### src/rtl/cska_pkg.sv
// Shared types and helpers for the pipelined carry-skip adder.
package cska_pkg;

  localparam int MAX_WIDTH = 64;

  typedef struct packed {
    logic                 valid;
    logic [MAX_WIDTH-1:0] sum;
    logic                 carry;
    logic [MAX_WIDTH-1:0] a;
    logic [MAX_WIDTH-1:0] b;
  } stage_t;

  function automatic int stages(input int width, input int block, input int bps);
    return width / (block * bps);
  endfunction

endpackage

### src/rtl/cska_block.sv
// One BLOCK-bit carry-skip group: ripple sum plus a propagate-driven skip mux on the carry.
module cska_block import cska_pkg::*; #(
  parameter int BLOCK = 4
) (
  input  logic [BLOCK-1:0] a,
  input  logic [BLOCK-1:0] b,
  input  logic             ci,
  output logic [BLOCK-1:0] s,
  output logic             co,
  output logic             p
);

  logic [BLOCK:0] rc;

  always_comb begin
    rc    = '0;
    s     = '0;
    rc[0] = ci;
    for (int i = 0; i < BLOCK; i++) begin
      s[i]    = a[i] ^ b[i] ^ rc[i];
      rc[i+1] = (a[i] & b[i]) | ((a[i] ^ b[i]) & rc[i]);
    end
    p  = &(a ^ b);
    // A fully propagating group passes its carry-in straight through.
    co = p ? ci : rc[BLOCK];
  end

endmodule

### src/rtl/cska_pipe_adder.sv
// Pipelined carry-skip adder with valid/ready handshake on both sides.
// Define CSKA_OVF_EN to add the registered signed-overflow output ovf.
module cska_pipe_adder import cska_pkg::*; #(
  parameter int WIDTH = 32,
  parameter int BLOCK = 4,
  parameter int BPS   = 2
) (
  input  logic             clk,
  input  logic             rst,
  input  logic             in_valid,
  output logic             in_ready,
  input  logic [WIDTH-1:0] a,
  input  logic [WIDTH-1:0] b,
  input  logic             cin,
  output logic             out_valid,
  input  logic             out_ready,
  output logic [WIDTH-1:0] sum,
  output logic             cout
`ifdef CSKA_OVF_EN
  ,
  output logic             ovf
`endif
);

  localparam int STAGES = stages(WIDTH, BLOCK, BPS);
  localparam int SW     = BLOCK * BPS;

  stage_t stage_in [STAGES];
  stage_t stage_d  [STAGES];
  stage_t stage_q  [STAGES];

  logic [STAGES-1:0][SW-1:0] grp_s;
  logic [STAGES-1:0]         stg_co;
  logic                      en;

  // The whole pipe advances together; bubbles are kept, never squeezed out.
  assign en       = out_ready | ~stage_q[STAGES-1].valid;
  assign in_ready = en;

  always_comb begin
    stage_in[0]                = '0;
    stage_in[0].valid          = in_valid;
    stage_in[0].a[WIDTH-1:0]   = a;
    stage_in[0].b[WIDTH-1:0]   = b;
    stage_in[0].carry          = cin;
    for (int k = 1; k < STAGES; k++) begin
      stage_in[k] = stage_q[k-1];
    end
  end

  for (genvar k = 0; k < STAGES; k++) begin : g_stage
    logic [BPS-1:0] grp_p;

    for (genvar j = 0; j < BPS; j++) begin : g_grp
      logic ci;
      logic co;

      if (j == 0) begin : g_first
        assign ci = stage_in[k].carry;
      end else begin : g_next
        assign ci = g_grp[j-1].co;
      end

      cska_block #(.BLOCK(BLOCK)) u_block (
        .a  (stage_in[k].a[k*SW + j*BLOCK +: BLOCK]),
        .b  (stage_in[k].b[k*SW + j*BLOCK +: BLOCK]),
        .ci (ci),
        .s  (grp_s[k][j*BLOCK +: BLOCK]),
        .co (co),
        .p  (grp_p[j])
      );
    end

    // Second skip level: when every group in the stage propagates, bypass the stage.
    assign stg_co[k] = (&grp_p) ? stage_in[k].carry : g_grp[BPS-1].co;
  end

  always_comb begin
    for (int k = 0; k < STAGES; k++) begin
      stage_d[k]                   = stage_in[k];
      stage_d[k].sum[k*SW +: SW]   = grp_s[k];
      stage_d[k].carry             = stg_co[k];
    end
  end

  always_ff @(posedge clk or posedge rst) begin
    if (rst) begin
      for (int k = 0; k < STAGES; k++) begin
        stage_q[k] <= '0;
      end
    end else if (en) begin
      for (int k = 0; k < STAGES; k++) begin
        stage_q[k] <= stage_d[k];
      end
    end
  end

  assign out_valid = stage_q[STAGES-1].valid;
  assign sum       = stage_q[STAGES-1].sum[WIDTH-1:0];
  assign cout      = stage_q[STAGES-1].carry;

`ifdef CSKA_OVF_EN
  logic ovf_d;
  logic ovf_q;

  // Carry into the MSB is recovered from the MSB sum bit and its operands.
  always_comb begin
    ovf_d = stage_in[STAGES-1].a[WIDTH-1] ^ stage_in[STAGES-1].b[WIDTH-1]
          ^ grp_s[STAGES-1][SW-1] ^ stg_co[STAGES-1];
  end

  always_ff @(posedge clk or posedge rst) begin
    if (rst) begin
      ovf_q <= 1'b0;
    end else if (en) begin
      ovf_q <= ovf_d;
    end
  end

  assign ovf = ovf_q;
`endif

endmodule

### config.mk
export PLATFORM = sky130hd
export DESIGN_NAME = cska_pipe_adder
export DESIGN_NICKNAME = d
export VERILOG_FILES = /design/src/rtl/cska_pkg.sv /design/src/rtl/cska_block.sv /design/src/rtl/cska_pipe_adder.sv
export SDC_FILE = /design/constraint.sdc
export NUM_CORES = 1
export LEC_CHECK = 0
export CAP_MARGIN = 20
export CORE_UTILIZATION = 50
export DETAILED_ROUTE_END_ITERATION = 6
export GPL_TIMING_DRIVEN = 0
export PLACE_DENSITY_LB_ADDON = 0.12
export SLEW_MARGIN = 30
export SYNTH_ARGS = -nofsm -noshare
export SYNTH_HDL_FRONTEND = slang
export SYNTH_SLANG_ARGS = --single-unit
### constraint.sdc
create_clock -name clk -period 6 [get_ports clk]
set_input_delay 1.2 -clock clk [delete_from_list [all_inputs] [get_ports clk]]
set_output_delay 1.2 -clock clk [all_outputs]
set_load 0.005 [all_outputs]
### Word-level counts from Yosys, hierarchy flattened

Index checks and enable logic that the tools add are counted.

| cells by class | value |
|---|---|
| mux-type cells | 12 |
| bitwise logic cells | 170 |
| reduce and logical (&&, ||, !) cells | 12 |

Operator list:

| operator | count |
|---|---|
| $and 1x1->1 | 64 |
| $xor 1x1->1 | 64 |
| $or 1x1->1 | 33 |
| $reduce_and 4->1 | 8 |
| $reduce_and 8->1 | 4 |
| $xor 4x4->4 | 8 |
| $mux 1 | 12 |
| $not 1->1 | 1 |

| storage, ports and cells | value |
|---|---|
| register bits after elaboration | 280 |
| word-level logic and storage cells | 212 |

### Depth between registers and ports, before layout

| depth | value |
|---|---|
| depth after elaboration | 20 |
| gate-level depth with buffers | 14 |

### Modules after synthesis

From an unflattened synthesis, not the netlist that was laid out.

| unflattened totals | value |
|---|---|
| cells, all modules | 555 |
| area total of the unflattened synthesis | 9039.9 um^2 |

By module, submodules not included:

| module | instances | cells an instance | area each (um^2) | seq. area each (um^2) |
|---|---|---|---|---|
| cska_pipe_adder | 1 | 403 | 7558.5 | 4604.4 |
| cska_block | 8 | 19 | 185.2 | 0.0 |

### Least setup slack after synthesis

Ideal clock, no wire load.

| timing | value |
|---|---|
| kind | input-to-reg |
| start point | input a[0] |
| end point | register stage_q (netlist bit stage_d[524]) |
| setup time | 0.077 ns |
| arrival | 4.522 ns |
| slack | 1.400 ns |
| stages on the path | 13 |
| cells stage by stage | inv_1 > fa_1 > inv_1 > fa_1 > fa_1 > fa_1 > mux2_2 > fa_1 > fa_1 > fa_1 > inv_1 > fa_1 > a21oi_1 |

| on the way | value |
|---|---|
| cells in the longest elaborated chain, start to end | 17 |

Ends and longest elaborated chain:

| what | RTL line | source |
|---|---|---|
| start: declaration | cska_pipe_adder.sv:12 | `input logic [WIDTH-1:0] a,` |
| $xor 1x1->1 | cska_block.sv:21 | `rc[i+1] = (a[i] & b[i]) \| ((a[i] ^ b[i]) & rc[i]);` |
| $and 1x1->1 | cska_block.sv:21 |  |
| $or 1x1->1 | cska_block.sv:21 |  |
| $and 1x1->1 | cska_block.sv:21 |  |
| $or 1x1->1 | cska_block.sv:21 |  |
| $and 1x1->1 | cska_block.sv:21 |  |
| $or 1x1->1 | cska_block.sv:21 |  |
| $and 1x1->1 | cska_block.sv:21 |  |
| $or 1x1->1 | cska_block.sv:21 |  |
| $mux 1 (*) | cska_block.sv:25 | `co = p ? ci : rc[BLOCK];` |
| $and 1x1->1 (*) | cska_block.sv:21 |  |
| $or 1x1->1 (*) | cska_block.sv:21 |  |
| $and 1x1->1 (*) | cska_block.sv:21 |  |
| $or 1x1->1 (*) | cska_block.sv:21 |  |
| $and 1x1->1 (*) | cska_block.sv:21 |  |
| $or 1x1->1 (*) | cska_block.sv:21 |  |
| $xor 1x1->1 (*) | cska_block.sv:20 | `s[i] = a[i] ^ b[i] ^ rc[i];` |
| end signal: indexed assignment | cska_pipe_adder.sv:93 | `stage_q[k] <= stage_d[k];` |
| end: declaration | cska_pipe_adder.sv:30 | `stage_t stage_q [STAGES];` |

Every way passes the cells marked *; elsewhere a longest branch is shown, timed or not.
A chain may end at the register's enable or synchronous reset.

### Worst setup path in the final report

Ends and elaborated chain as after synthesis.

==> results.md <==
* Largest family of logic cells by synthesized area: multiplexers
* Register area at 0.00460 sq mm
* Sequential power share at between 40% and 50%
* Number of fill cells at 1210
* Switch Pwr at 0.00154 W
* CTS Hold Bufs at 0
* Hold Vio Cnt, Final at 0
* Initial core utilization at 51.5%
* Clock Skew at between 0.008 and 0.009 ns
* Yosys Warn Count at 0
* Post-synth EDFFs at 0
* # nets final at between 700 and 800
* Worst slew margin at 65.3%
* CTS sink cnt at between 150 and 200
* Clock transition at the registers of the reported paths at ~0.06 ns
* H-tree depth at 4
* Outcome: finished clean
* Fin area at 0.0103 sq mm
* Setup CP Type: input port to register
* Distinct cell type count after synthesis at 20
* Global route overflow at 0
* CP max FO at 2
* Slowest-stage cell, CP: clkdlybuf4s50_1
* Power share of the combinational group at 36.6%
* CP cell instances: clkdlybuf4s50_1, inv_1, fa_1, inv_1, fa_1, fa_1, fa_1, mux2_2, fa_1, fa_1, fa_1, inv_1, fa_1, a21oi_1
* Seq/Total Area, Yosys at a little under three fifths
* DR pass1 iterations at 4
* Core ar. at 0.0159 sq mm
* Die Ht at approximately 130 um
* Layout cells sized above 1 at ~33%
* Reg2reg setup slack at roughly 1.6 ns
* Chip Width at approximately 130 um
* Area leader, netlist: dfrtp_1
* Worst-Margin Slew at between 0.5 and 0.6 ns
* CTS tree: done
* Syn Nets at approximately 660
* Critical Path AT at approximately 5.2 ns
* DP Area at 0.00969 sq mm
* Multi-input logic area at between 0.003 and 0.004 sq mm
* Sw frac at 29.9%
* Cell Int Power at roughly 0.0036 W
* Top cells by count, synth: dfrtp_1, mux2_2, fa_1, ha_1, inv_1
* DIE AREA at ~0.017 sq mm
* Cell Pwr Density at 500 mW/mm^2
* Setup TNS Final at 0 ns
* Crit path launch type: input port
* Clock share of power at a little over a fifth
* CTS Buffer Depth at 2
* # diodes at 0
* Peak supply drop at roughly 0.29 mV
* DR iter-0 viols at roughly 190
* Crit-path max cell delay at 0.43 ns
* Xor/xnor share of the synthesized area at 0%
* Compound-Gate Fraction of Synth Area at approximately 1.9%
* DRC at 0
* Unrepaired setup endpoints after global routing: no
* Clock insertion delay at the later pin of the skew report at roughly 0.43 ns
* WHS at approximately 0.46 ns
* Syn Std Cell Area at about 0.0082 sq mm
* Worst path most repeated cell: fa_1
* Seq cells post-synth at roughly 180
* Required time of the worst setup path at 6.35 ns
* Count leader, synth: dfrtp_1
* Worst hold path class: register to register
* Core Util, Final at 64.5%
* GRT Util Overall at a little over a fifth
* Vias/cell at just over 5
* Adder-cell share of the synthesized area at between 10% and 20%
* Final std cells w/o fill at 885
* Post-Synthesis Cells at 529
* Synth-to-Final Area Change at 25.2%
* First-pass GRT wire length at ~26000 um
* Syn_area_per_cell at ~16 sq um
* Post-synth top flop: dfrtp_1
* Leading post-synthesis cells by cell area: dfrtp_1, mux2_2, fa_1
* Largest net degree at the start of global routing at 30
* DRT Wirelength at roughly 16000 um
* Yosys top cell area share at between 50% and 60%
* Routed via count at 4504
* Num CTS Buffers at 17
* Root Buffer Master: clkbuf_16
* Tmin final at approximately 4.9 ns
* Antenna viol nets, final at 0
* Maxcap violations at 0
* Dpl hpwl at ~12000 um
* Simple-gate share of the synthesized area at 2.44%
* LEAKAGE at 4.46 nW
* I/O Buffers at about 100
* Count of final setup violators at 0
* I/O Pins at about 100
* Final Wtd Congestion at ~0.82
* Slew Viols, Final at 0
* Endpoint class of the critical path: register
* Post-synthesis mux area share at about 22%
* Max Freq at approximately 0.2 GHz
* Tcrit/Tclk final at 81.2%
* Site Rows at 46
* Routed length per instance at 17.9 um
* Post-CTS setup repair buffer count at 0
* Antenna violations before repair at 0
* Async SR Flop Fraction at 100%
* Vias in the first global route at around 4900
* Placed Cells at ~860
* CTS resizes at 0
-- layer usage --
layer / wire length [um] / share of wire [%] / up-vias / track usage (%)
met5: 0 / 0 / - / 0
met4: 172 / 1.1 / 0 / 6.50
met3: 498 / 3.1 / 16 / 4.63
met2: 8120 / 51 / 81 / 35.6
met1: 7080 / 45 / 2352 / 26.3
li1: - / - / 2055 / -
-- flip-flops by register name (all words and copies together) (netlist names) --
signal	cells
cout	1
g_stage.g_grp.ci	3
out_valid	1
stage_d	147
sum	32
-- per-stage QoR --
step / total power, W / setup WS (ns)
after global placement: 0.00395 / 0.790
after floorplan: 0.00330 / 1.40
final: 0.00514 / 1.13
after CTS: 0.00521 / 1.13
after detailed placement: 0.00405 / 0.719
after global routing: 0.00551 / 0.937
-- kinds of logic after synthesis --
| kind of cell | count (synthesis) |
|---|---|
| compound gates | 28 |
| fa+ha+maj | 64 |
| buf+inv | 52 |
| flops | 184 |
| mux | 163 |
| simple gates | 38 |
-- path summary, 6_finish.rpt --
check,to,depth (start not counted),start
max in group asynchronous,sum[11],5,rst
worst min-delay path,out_valid,1,stage_d[193]
worst max register to register,stage_d[152],13,g_stage[2].g_grp[0].ci
worst max-delay path,stage_d[524],14,a[0]
min in group asynchronous,stage_d[469],2,rst
worst min register to register,out_valid,1,stage_d[193]
-- area by class of cell --
type / instances / share of cell area [%]
Clock inverter: 9 / 1.20
Multi-Input combinational cell: 293 / 31.4
Clock buffer: 21 / 4.58
Inverter: 29 / 1.10
Tap cell: 216 / 2.63
Timing Repair Buffer: 110 / 11.7
Buffer: 23 / 2.58
Sequential cell: 184 / 44.8
-- critical path: cells and delay by family --
kind	cells	cell delay, ns
buffers and inverters	4	0.65
muxes	1	0.32
AOI/OAI and AO/OA	1	0.13
adders and majority gates	8	2.93
-- layout by cell type, fill, tap and decap left out, drive strengths merged --
cell type,netlist,final
a21oi,8,8
a31oi,4,4
buf,23,30
bufinv,0,3
clkbuf,0,21
clkdlybuf4s50,0,103
clkinv,0,6
clkinvlp,0,1
dfrtp,184,184
fa,32,32
ha,32,32
inv,29,28
mux2,163,163
nand2,12,12
nand2b,6,6
nand4,8,8
nor2,8,8
nor3b,4,4
o21a,4,4
o21ai,12,12
-- power groups by stage --
stage | Clock [W] | Sequential [W] | Combinational, W
final | 0.00112 | 0.00214 | 0.00188
after global routing | 0.00119 | 0.00221 | 0.00211
after CTS | 0.00115 | 0.00214 | 0.00192
after detailed placement | 0 | 0.00216 | 0.00189
after global placement | 0 | 0.00213 | 0.00182
after floorplan | 0 | 0.00206 | 0.00124
(Power assumes the default switching activity.)
